$ cat src/rtl/mdu_pkg.sv
// mdu_pkg: shared types and constants for the
// sequential multiply/divide unit.
package mdu_pkg;

  typedef enum logic [2:0] {
    OP_MUL    = 3'b000,
    OP_MULH   = 3'b001,
    OP_MULHSU = 3'b010,
    OP_MULHU  = 3'b011,
    OP_DIV    = 3'b100,
    OP_DIVU   = 3'b101,
    OP_REM    = 3'b110,
    OP_REMU   = 3'b111
  } mdu_op_e;

  typedef enum logic [1:0] {
    S_IDLE = 2'b00,
    S_CALC = 2'b01,
    S_FIX  = 2'b10
  } mdu_state_e;

  localparam int XLEN_MAX = 64;

  // Most-negative value at the widest legal width;
  // shifted down to XLEN where it is used.
  localparam logic [XLEN_MAX-1:0] MOST_NEG_MAX =
    {1'b1, {(XLEN_MAX-1){1'b0}}};

  // funct3[2] separates the divide group.
  function automatic logic op_is_div(mdu_op_e op);
    return op[2];
  endfunction

endpackage

$ cat src/rtl/mdu_if.sv
// mdu_if: request/response bundle between a
// requester (master) and the MDU (slave).
interface mdu_if #(
  parameter int XLEN = 32
);

  logic            start;
  logic [2:0]      op;
  logic [XLEN-1:0] src_a;
  logic [XLEN-1:0] src_b;
  logic            busy;
  logic            done;
  logic [XLEN-1:0] result;
  logic            div_zero;

  modport master (
    output start, op, src_a, src_b,
    input  busy, done, result, div_zero
  );

  modport slave (
    input  start, op, src_a, src_b,
    output busy, done, result, div_zero
  );

endinterface

$ cat src/rtl/mdu_step.sv
// mdu_step: one shift-add multiply bit or one
// restoring divide bit on the hi/lo register pair.
module mdu_step #(
  parameter int XLEN = 32
) (
  input  logic            is_div_i,
  input  logic [XLEN-1:0] hi_i,
  input  logic [XLEN-1:0] lo_i,
  input  logic [XLEN-1:0] b_i,
  output logic [XLEN-1:0] hi_o,
  output logic [XLEN-1:0] lo_o
);

  logic [XLEN:0]   sum;
  logic [XLEN+1:0] diff;
  logic            borrow;

  // Multiply: add multiplicand when lo[0] set,
  // then shift {carry,hi,lo} right by one.
  // Divide: shift dividend bit into remainder,
  // keep the trial difference if it did not borrow.
  always_comb begin
    sum    = {1'b0, hi_i} +
             (lo_i[0] ? {1'b0, b_i} : '0);
    diff   = {1'b0, hi_i, lo_i[XLEN-1]} -
             {2'b00, b_i};
    borrow = diff[XLEN+1];
    hi_o   = sum[XLEN:1];
    lo_o   = {sum[0], lo_i[XLEN-1:1]};
    if (is_div_i) begin
      lo_o = {lo_i[XLEN-2:0], ~borrow};
      if (borrow)
        hi_o = {hi_i[XLEN-2:0], lo_i[XLEN-1]};
      else
        hi_o = diff[XLEN-1:0];
    end
  end

endmodule

$ cat src/rtl/mdu_seq.sv
// mdu_seq: iterative RV32M-style multiply/divide,
// one bit per cycle, sign fix-up in a final state.
module mdu_seq
  import mdu_pkg::*;
#(
  parameter int XLEN      = 32,
  parameter bit FAST_ZERO = 1'b1
) (
  input logic  clk,
  input logic  rst,
  mdu_if.slave bus
);

  localparam int CW = $clog2(XLEN) + 1;
  localparam logic [CW-1:0] LAST = CW'(XLEN - 1);
  localparam logic [XLEN-1:0] MOST_NEG =
    XLEN'(MOST_NEG_MAX >> (XLEN_MAX - XLEN));

  mdu_state_e      state_q, state_d;
  logic [CW-1:0]   cnt_q, cnt_d;
  mdu_op_e         op_q;
  logic            neg_a_q, neg_b_q;
  logic            dz_q, ovf_q;
  logic [XLEN-1:0] a_q, b_q;
  logic [XLEN-1:0] hi_q, lo_q;
  logic [XLEN-1:0] result_q;
  logic            div_zero_q;
  logic            done_q;

  mdu_op_e         op_in;
  logic            a_sgn, b_sgn;
  logic            neg_a, neg_b;
  logic [XLEN-1:0] mag_a, mag_b;
  logic            dz_in, ovf_in;
  logic            accept;

  logic [XLEN-1:0] hi_n, lo_n;

  logic [2*XLEN-1:0] prod, prod_s;
  logic [XLEN-1:0]   quot_s, rem_s;
  logic [XLEN-1:0]   fix_res;

  assign op_in  = mdu_op_e'(bus.op);
  assign accept = bus.start &&
                  (state_q == S_IDLE);

  // Operand signedness, magnitudes and the
  // special divide cases seen at accept time.
  always_comb begin
    a_sgn = 1'b0;
    b_sgn = 1'b0;
    unique case (op_in)
      OP_MULH:        begin a_sgn = 1'b1; b_sgn = 1'b1; end
      OP_MULHSU:      a_sgn = 1'b1;
      OP_DIV, OP_REM: begin a_sgn = 1'b1; b_sgn = 1'b1; end
      default:        ;
    endcase
    neg_a  = a_sgn && bus.src_a[XLEN-1];
    neg_b  = b_sgn && bus.src_b[XLEN-1];
    mag_a  = neg_a ? -bus.src_a : bus.src_a;
    mag_b  = neg_b ? -bus.src_b : bus.src_b;
    dz_in  = op_is_div(op_in) &&
             (bus.src_b == '0);
    ovf_in = op_is_div(op_in) && a_sgn &&
             (bus.src_a == MOST_NEG) &&
             (bus.src_b == '1);
  end

  mdu_step #(.XLEN(XLEN)) u_step (
    .is_div_i (op_is_div(op_q)),
    .hi_i     (hi_q),
    .lo_i     (lo_q),
    .b_i      (b_q),
    .hi_o     (hi_n),
    .lo_o     (lo_n)
  );

  // Next-state and iteration counter.
  always_comb begin
    state_d = state_q;
    cnt_d   = cnt_q;
    unique case (state_q)
      S_IDLE: begin
        if (accept) begin
          cnt_d = '0;
          if (FAST_ZERO && (dz_in || ovf_in))
            state_d = S_FIX;
          else
            state_d = S_CALC;
        end
      end
      S_CALC: begin
        cnt_d = cnt_q + 1'b1;
        if (cnt_q == LAST)
          state_d = S_FIX;
      end
      S_FIX:   state_d = S_IDLE;
      default: state_d = S_IDLE;
    endcase
  end

  // Sign fix-up and special-case overrides.
  always_comb begin
    prod    = {hi_q, lo_q};
    prod_s  = (neg_a_q ^ neg_b_q) ? -prod : prod;
    quot_s  = (neg_a_q ^ neg_b_q) ? -lo_q : lo_q;
    rem_s   = neg_a_q ? -hi_q : hi_q;
    fix_res = '0;
    unique case (op_q)
      OP_MUL:
        fix_res = prod_s[XLEN-1:0];
      OP_MULH, OP_MULHSU, OP_MULHU:
        fix_res = prod_s[2*XLEN-1:XLEN];
      OP_DIV, OP_DIVU:
        fix_res = dz_q  ? '1 :
                  ovf_q ? MOST_NEG : quot_s;
      OP_REM, OP_REMU:
        fix_res = dz_q  ? a_q :
                  ovf_q ? '0 : rem_s;
      default: fix_res = '0;
    endcase
  end

  // FSM state and counter registers.
  always_ff @(posedge clk or posedge rst) begin
    if (rst) begin
      state_q <= S_IDLE;
      cnt_q   <= '0;
    end else begin
      state_q <= state_d;
      cnt_q   <= cnt_d;
    end
  end

  // Operand capture, iteration and result.
  always_ff @(posedge clk or posedge rst) begin
    if (rst) begin
      op_q       <= OP_MUL;
      neg_a_q    <= 1'b0;
      neg_b_q    <= 1'b0;
      dz_q       <= 1'b0;
      ovf_q      <= 1'b0;
      a_q        <= '0;
      b_q        <= '0;
      hi_q       <= '0;
      lo_q       <= '0;
      result_q   <= '0;
      div_zero_q <= 1'b0;
      done_q     <= 1'b0;
    end else begin
      done_q <= 1'b0;
      unique case (state_q)
        S_IDLE: begin
          if (accept) begin
            op_q    <= op_in;
            neg_a_q <= neg_a;
            neg_b_q <= neg_b;
            dz_q    <= dz_in;
            ovf_q   <= ovf_in;
            a_q     <= bus.src_a;
            b_q     <= mag_b;
            hi_q    <= '0;
            lo_q    <= mag_a;
          end
        end
        S_CALC: begin
          hi_q <= hi_n;
          lo_q <= lo_n;
        end
        S_FIX: begin
          result_q   <= fix_res;
          div_zero_q <= dz_q;
          done_q     <= 1'b1;
        end
        default: ;
      endcase
    end
  end

  assign bus.busy     = (state_q != S_IDLE);
  assign bus.done     = done_q;
  assign bus.result   = result_q;
  assign bus.div_zero = div_zero_q;

endmodule

$ cat src/flat_wrapper.sv
// flat-port wrapper written by rule: the top's interface ports become plain ports
module mdu_seq_flat import mdu_pkg::*;
#(
  parameter int XLEN      = 32,
  parameter bit FAST_ZERO = 1'b1
)
  (clk, rst, bus_start, bus_op, bus_src_a, bus_src_b, bus_busy, bus_done, bus_result, bus_div_zero);
  mdu_if #(.XLEN(XLEN)) bus_i ();
  input logic clk;
  input logic rst;
  input wire logic [$bits(bus_i.start)-1:0] bus_start;
  input wire logic [$bits(bus_i.op)-1:0] bus_op;
  input wire logic [$bits(bus_i.src_a)-1:0] bus_src_a;
  input wire logic [$bits(bus_i.src_b)-1:0] bus_src_b;
  output wire logic [$bits(bus_i.busy)-1:0] bus_busy;
  output wire logic [$bits(bus_i.done)-1:0] bus_done;
  output wire logic [$bits(bus_i.result)-1:0] bus_result;
  output wire logic [$bits(bus_i.div_zero)-1:0] bus_div_zero;
  assign bus_i.start = bus_start;
  assign bus_i.op = bus_op;
  assign bus_i.src_a = bus_src_a;
  assign bus_i.src_b = bus_src_b;
  assign bus_busy = bus_i.busy;
  assign bus_done = bus_i.done;
  assign bus_result = bus_i.result;
  assign bus_div_zero = bus_i.div_zero;
  mdu_seq #(.XLEN(XLEN), .FAST_ZERO(FAST_ZERO)) u_core (.clk(clk), .rst(rst), .bus(bus_i));
endmodule
$ cat config.mk
export PLATFORM = sky130hd
export DESIGN_NAME = mdu_seq_flat
export DESIGN_NICKNAME = d
export VERILOG_FILES = /design/src/rtl/mdu_pkg.sv /design/src/rtl/mdu_if.sv /design/src/rtl/mdu_step.sv /design/src/rtl/mdu_seq.sv /design/src/flat_wrapper.sv
export SDC_FILE = /design/constraint.sdc
export NUM_CORES = 1
export LEC_CHECK = 0
export ABC_CLOCK_PERIOD_IN_PS = 5400
export CAP_MARGIN = 20
export CELL_PAD_IN_SITES_DETAIL_PLACEMENT = 1
export CELL_PAD_IN_SITES_GLOBAL_PLACEMENT = 1
export CORE_MARGIN = 2
export CORE_UTILIZATION = 41
export DETAILED_ROUTE_END_ITERATION = 7
export PLACE_DENSITY_LB_ADDON = 0.1
export SYNTH_ARGS = -nofsm -noshare
export SYNTH_HDL_FRONTEND = slang
export SYNTH_SLANG_ARGS = --single-unit
export TNS_END_PERCENT = 5
$ cat constraint.sdc
create_clock -name clk -period 5.4 [get_ports clk]
set_input_delay 0.81 -clock clk [delete_from_list [all_inputs] [get_ports clk]]
set_output_delay 0.81 -clock clk [all_outputs]
set_load 0.02 [all_outputs]
# == Word level (Yosys, flattened, before mapping) ==
# Index checks and enable logic that the tools add are counted.
# word_totals
input_bits,70
output_inout_bits,35
elab_cells,90
ff_bits,177
# op_classes
n_eq_ne,18
muxes,27
n_reduce_logical,21
n_bitwise,2
n_addsub,8
# ops
op,n
2-to-1 mux 32 bit,14
negator 32 bit,4
case mux 32 bit (2 select lines),2
case mux 32 bit (4 select lines),1
"== test 32 bit, second input constant",2
2-to-1 mux 64 bit,1
negator 64 bit,1
subtractor 33 x 32 -> 34 bit,1
adder 32 x 33 -> 33 bit,1
logical NOT 32 bit,1
"== test 3 bit, second input constant",6
case mux 6 bit (2 select lines),1
"== test 3 x 2 -> 1 bit, second input constant",3
logical AND 1 bit,7
"adder 6 x 1 -> 6 bit, second input constant",1
"== test 3 x 1 -> 1 bit, second input constant",2
"== test 6 x 5 -> 1 bit, second input constant",1
2-to-1 mux 2 bit,3
2-to-1 mux 6 bit,1
AND reduction 2 bit,3
OR reduction 3 bit,2
"inequality test 2 x 1 -> 1 bit, second input constant",2
case mux 2 bit (2 select lines),1
nonzero test 2 bit,2
10 further kinds,13

# == Longest topological paths before layout ==
# logic_depth
ltp_word,10
mapped_depth,15
depth_no_buf,14

# == Modules after synthesis ==
# From an unflattened synthesis, not the netlist that was laid out.
# hier_totals
hier_cells,2255
hier_area_um2,17090.1
# modules_own_cells
module,n_inst,area_per_inst_um2,cells_per_inst,seq_area_each_um2
mdu_seq,1,12314.3,1554,4429.2
mdu_step,1,4775.8,701,0.0

# == Worst setup path after synthesis ==
# Ideal clock, no wire load.
# synth_path
path_type,register -> register
start,register u_core.hi_q[0]
end,register u_core.result_q[24] (netlist: u_core.bus.result[24])
path_buffers,2
path_stages_with_launch,14
t_arrival_ns,3.214
slack_ns,2.055
period_less_slack_ns,3.345
path_cell_list,dfrtp_1 clkbuf_1 inv_1 ha_1 or3b_4 nand4b_4 or4_4 buf_6 or3_1 or3_1 nand2_1 xnor2_1 a221oi_2 a31oi_1
# synth_between
elab_chain_cells,5
elab_cells_between_ends,7
cone_classes,2 x add/sub; 5 x mux
# synth_lines
item,line_no,source
"start, declared",mdu_seq.sv:25,"logic [XLEN-1:0] hi_q, lo_q;"
"start signal, assigned",mdu_seq.sv:167,hi_q <= hi_n;
negator 32 bit,mdu_seq.sv:107,rem_s = neg_a_q ? -hi_q : hi_q;
2-to-1 mux 32 bit,mdu_seq.sv:107,
2-to-1 mux 32 bit,mdu_seq.sv:119,ovf_q ? '0 : rem_s;
2-to-1 mux 32 bit,mdu_seq.sv:118,fix_res = dz_q ? a_q :
case mux 32 bit (4 select lines) *,mdu_seq.sv:109,unique case (op_q)
"end signal, assigned",mdu_seq.sv:171,result_q <= fix_res;
"end, declared",mdu_seq.sv:26,logic [XLEN-1:0] result_q;
# Every way passes the cells marked *; elsewhere a longest branch is shown, timed or not.
# A chain may end at the register's enable or synchronous reset.

# == Worst setup path after layout ==
# layout_path
start,register u_core.hi_q[6]
end,register u_core.hi_q[16]
# layout_between
elab_chain_cells,4
elab_cells_between_ends,5
cone_classes,2 x add/sub; 3 x mux
# layout_lines
item,line_no,source
subtractor 33 x 32 -> 34 bit,mdu_step.sv:25,"diff = {1'b0, hi_i, lo_i[XLEN-1]} -"
2-to-1 mux 32 bit,mdu_step.sv:32,if (borrow)
2-to-1 mux 32 bit *,mdu_step.sv:30,if (is_div_i) begin
case mux 32 bit (2 select lines) *,mdu_seq.sv:152,unique case (state_q)
# Marks and branches as above.

==> metrics.txt <==
Net count, final=2,166; synthesis warning total=0; Int Power=0.00594 W; Avg WL per Cell=22.4 um; die width=199 um; Via density=6.09; clk buf depth=2; Total Neg Setup Slack=0 ps; vias in the first global route=15,540; Seq/Total Area, Yosys=28.6%; CP max FO=12; Hold Buf Count CTS=0; met1 Use GR=38.9%; flops & latches, synth=177; Register Area=4430 um^2; Initial Util=41.4%; via count=15,530; Netlist cell types=83; P_sw=0.00664 W; share of post-route cells with drive strength above 1=5.69%; clk root buf=clkbuf_16; M2 GR Usage=48.2%; Slew Viols, Final=0; Lkg Pwr=7.30 nW; Async S/R FF share, synth=100%; Sw Share=52.8%; I/O pins=105; antenna cells=0; CP endpoint kind=flop; RSZ-0062 raised after global routing=no; Seq pwr share=23.8%; largest net degree at the start of global routing=105; die footprint=39,400 um^2; Tcrit/Tclk final=76.9%; clock-pin slew on the worst setup and hold paths=80 ps; worst-margin pin slew=1050 ps; Worst Hold Class=reg2reg; core box area=37,500 um^2; DRT iter0 DRCs=986; global route overflow=0; FMAX=241 MHz; max_slew headroom=29.7%; crit path time final=4150 ps; Max-Cap Viols=0; Total GRT Usage=29.4%; M3 GR Usage=4.49%; Die H=199 um; Setup Buffers After CTS=0; fill count=4,563; Worst Clk Skew=11.2 ps; Inserted Clock Buffers=17; Skew-Pair Late Insertion Delay=470 ps; DRT antenna net count=0; busiest grt layer=met2; multi-input gate area in the final layout=10,400 um^2; DRT Pass-1 Iters=5; # H-tree levels=4; CTS tree=done; number of port buffers=104; Syn-to-layout area delta=13.5%; first-pass GRT wire length=89.2 mm; final wirelength=56.9 mm; Post-Syn Instances=2,013; Post-synth EDFFs=0; Worst VDD drop=637 uV; std cell rows=71; hpwl dp=42.5 mm; Combinational Power Share=65.0%; CTS resizes=0; setup violators final=0; Tot Pwr=0.0126 W; Post-Syn Nets=2,155; crit path DAT=4460 ps; CTS Sinks=177; Fin. Hold Viols=0; Clock power frac=11.3%; Setup CP Type=reg2reg; residual DRC count=0; Critical Path Source Type=flop; Cell Area, Synth=15,500 um^2; Synth Flop Type=dfrtp_1; Syn Area/Cell=7.71 um^2; pwr dens=714 nW/um^2; initial antenna violation count=0; GP Congestion=0.924; outcome=complete, no violations; Worst Path Required=5710 ps
==> final cells by class <==
class / instances / share of cell area, %
Multi-Input combinational cell: 1633 / 58.9
Sequential cell: 177 / 25.2
Timing Repair Buffer: 134 / 7.33
Tap cell: 511 / 3.63
Clock buffer: 19 / 2.51
Inverter: 61 / 1.32
Clock inverter: 13 / 1.13
==> per-stage QoR <==
stage | area [um^2] | setup slack (ps) | utilization, % | hold slack, ps | std cells
detailed placement | 17000 | 904 | 45.2 | 467 | 2515
CTS | 17600 | 1290 | 46.9 | 486 | 2547
floorplan | 15500 | 2060 | - | 440 | 2013
global route | 17600 | 897 | 47.0 | 500 | 2548
global placement | 16900 | 1000 | 45.2 | 460 | 2514
finish | 17600 | 1250 | 47.0 | 482 | 2548
==> per-layer routing <==
metal / vias to the layer above / part of all wire [%]
met4: 0 / 3.8
met2: 393 / 47
met5: - / 0
met3: 99 / 4.8
met1: 7794 / 45
li1: 7244 / -
==> cell usage in the layout, fill, tap and decap left out, types with 28 or more instances in the layout <==
master	n
dfrtp_1	176
a211oi_1	43
mux2i_1	38
o21ai_0	167
a21o_1	28
clkdlybuf4s50_1	104
xor2_1	100
xnor2_1	85
a21oi_1	176
ha_1	70
inv_1	60
nor2_1	188
o31ai_1	31
nand2_1	264
nor3_1	48
nand3_1	37
buf_4	28
a22oi_1	29
==> worst max-delay path: stages, from the launching register on <==
cell and delay [ps]:
dfrtp_1 540, ha_1 450, nand3_1 220, a2111oi_0 390, o21bai_1 230, a31o_2 350, a2111oi_2 560, or4_1 630
mux2_2 400, mux2i_1 120, o21ai_0 90
==> cells in the mapped netlist, types with 15 or more instances <==
master    count  area share (%)
a211oi_1     43             2.1
nand2_1     265             6.4
ha_1         70             5.6
a221oi_1     17            0.96
o31ai_1      31             1.5
a31oi_1      16            0.65
nand4_1      15            0.60
nor2b_1      19            0.77
nor2_1      191             4.6
nand2b_1     19            0.77
xnor2_1      86             4.9
a21oi_1     176             5.7
o21ai_0     167             5.4
a21o_1       28             1.4
clkbuf_1    122             3.0
dfrtp_1     177              29
a22oi_1      29             1.4
inv_1        61             1.5
or3_1        21            0.85
xor2_1      101             5.7
mux2i_1      38             2.5
nand3_1      37             1.2
nor3_1       49             1.6
==> path summary, 6_finish.rpt <==
path,startpoint,endpoint,slack [ps],depth (start not counted)
max,u_core.hi_q[6],u_core.hi_q[16],1250,10
min,u_core.bus.div_zero,u_core.bus.div_zero,480,2
max reg2reg,u_core.hi_q[6],u_core.hi_q[16],1250,10
min reg2reg,u_core.bus.div_zero,u_core.bus.div_zero,480,2
max in group asynchronous,rst,u_core.bus.result[8],3380,3
min in group asynchronous,rst,u_core.b_q[2],880,2
==> kinds of logic (layout without fill, tap and decap cells) <==
kind of cell	Yosys count	count (layout)	share of synthesized area, %
compound gates	633	633	26.0
xor+xnor	187	187	10.6
fa+ha+maj	72	72	5.90
buf+inv	203	227	5.07
flops	177	177	28.6
mux	41	41	2.67
simple gates	700	700	21.2
==> sequential cells by signal, indices dropped and copies added, names as in the netlist <==
name	flops
u_core.bus.result	32
u_core.op_q	3
u_core.neg_a_q	1
u_core.bus.div_zero	1
u_core.bus.done	1
u_core.hi_q	32
u_core.dz_q	1
u_core.neg_b_q	1
u_core.state_q	2
u_core.cnt_q	6
u_core.ovf_q	1
u_core.b_q	32
u_core.a_q	32
u_core.lo_q	32
==> power by group through the flow <==
stage | clock network [W] | logic (W) | registers, W
floorplan | 0 | 0.00594 | 0.00251
global placement | 0 | 0.00785 | 0.00297
detailed placement | 0 | 0.00806 | 0.00300
CTS | 0.00144 | 0.00812 | 0.00298
global route | 0.00149 | 0.00902 | 0.00307
finish | 0.00142 | 0.00817 | 0.00299
Power figures use the tool's default switching activity.
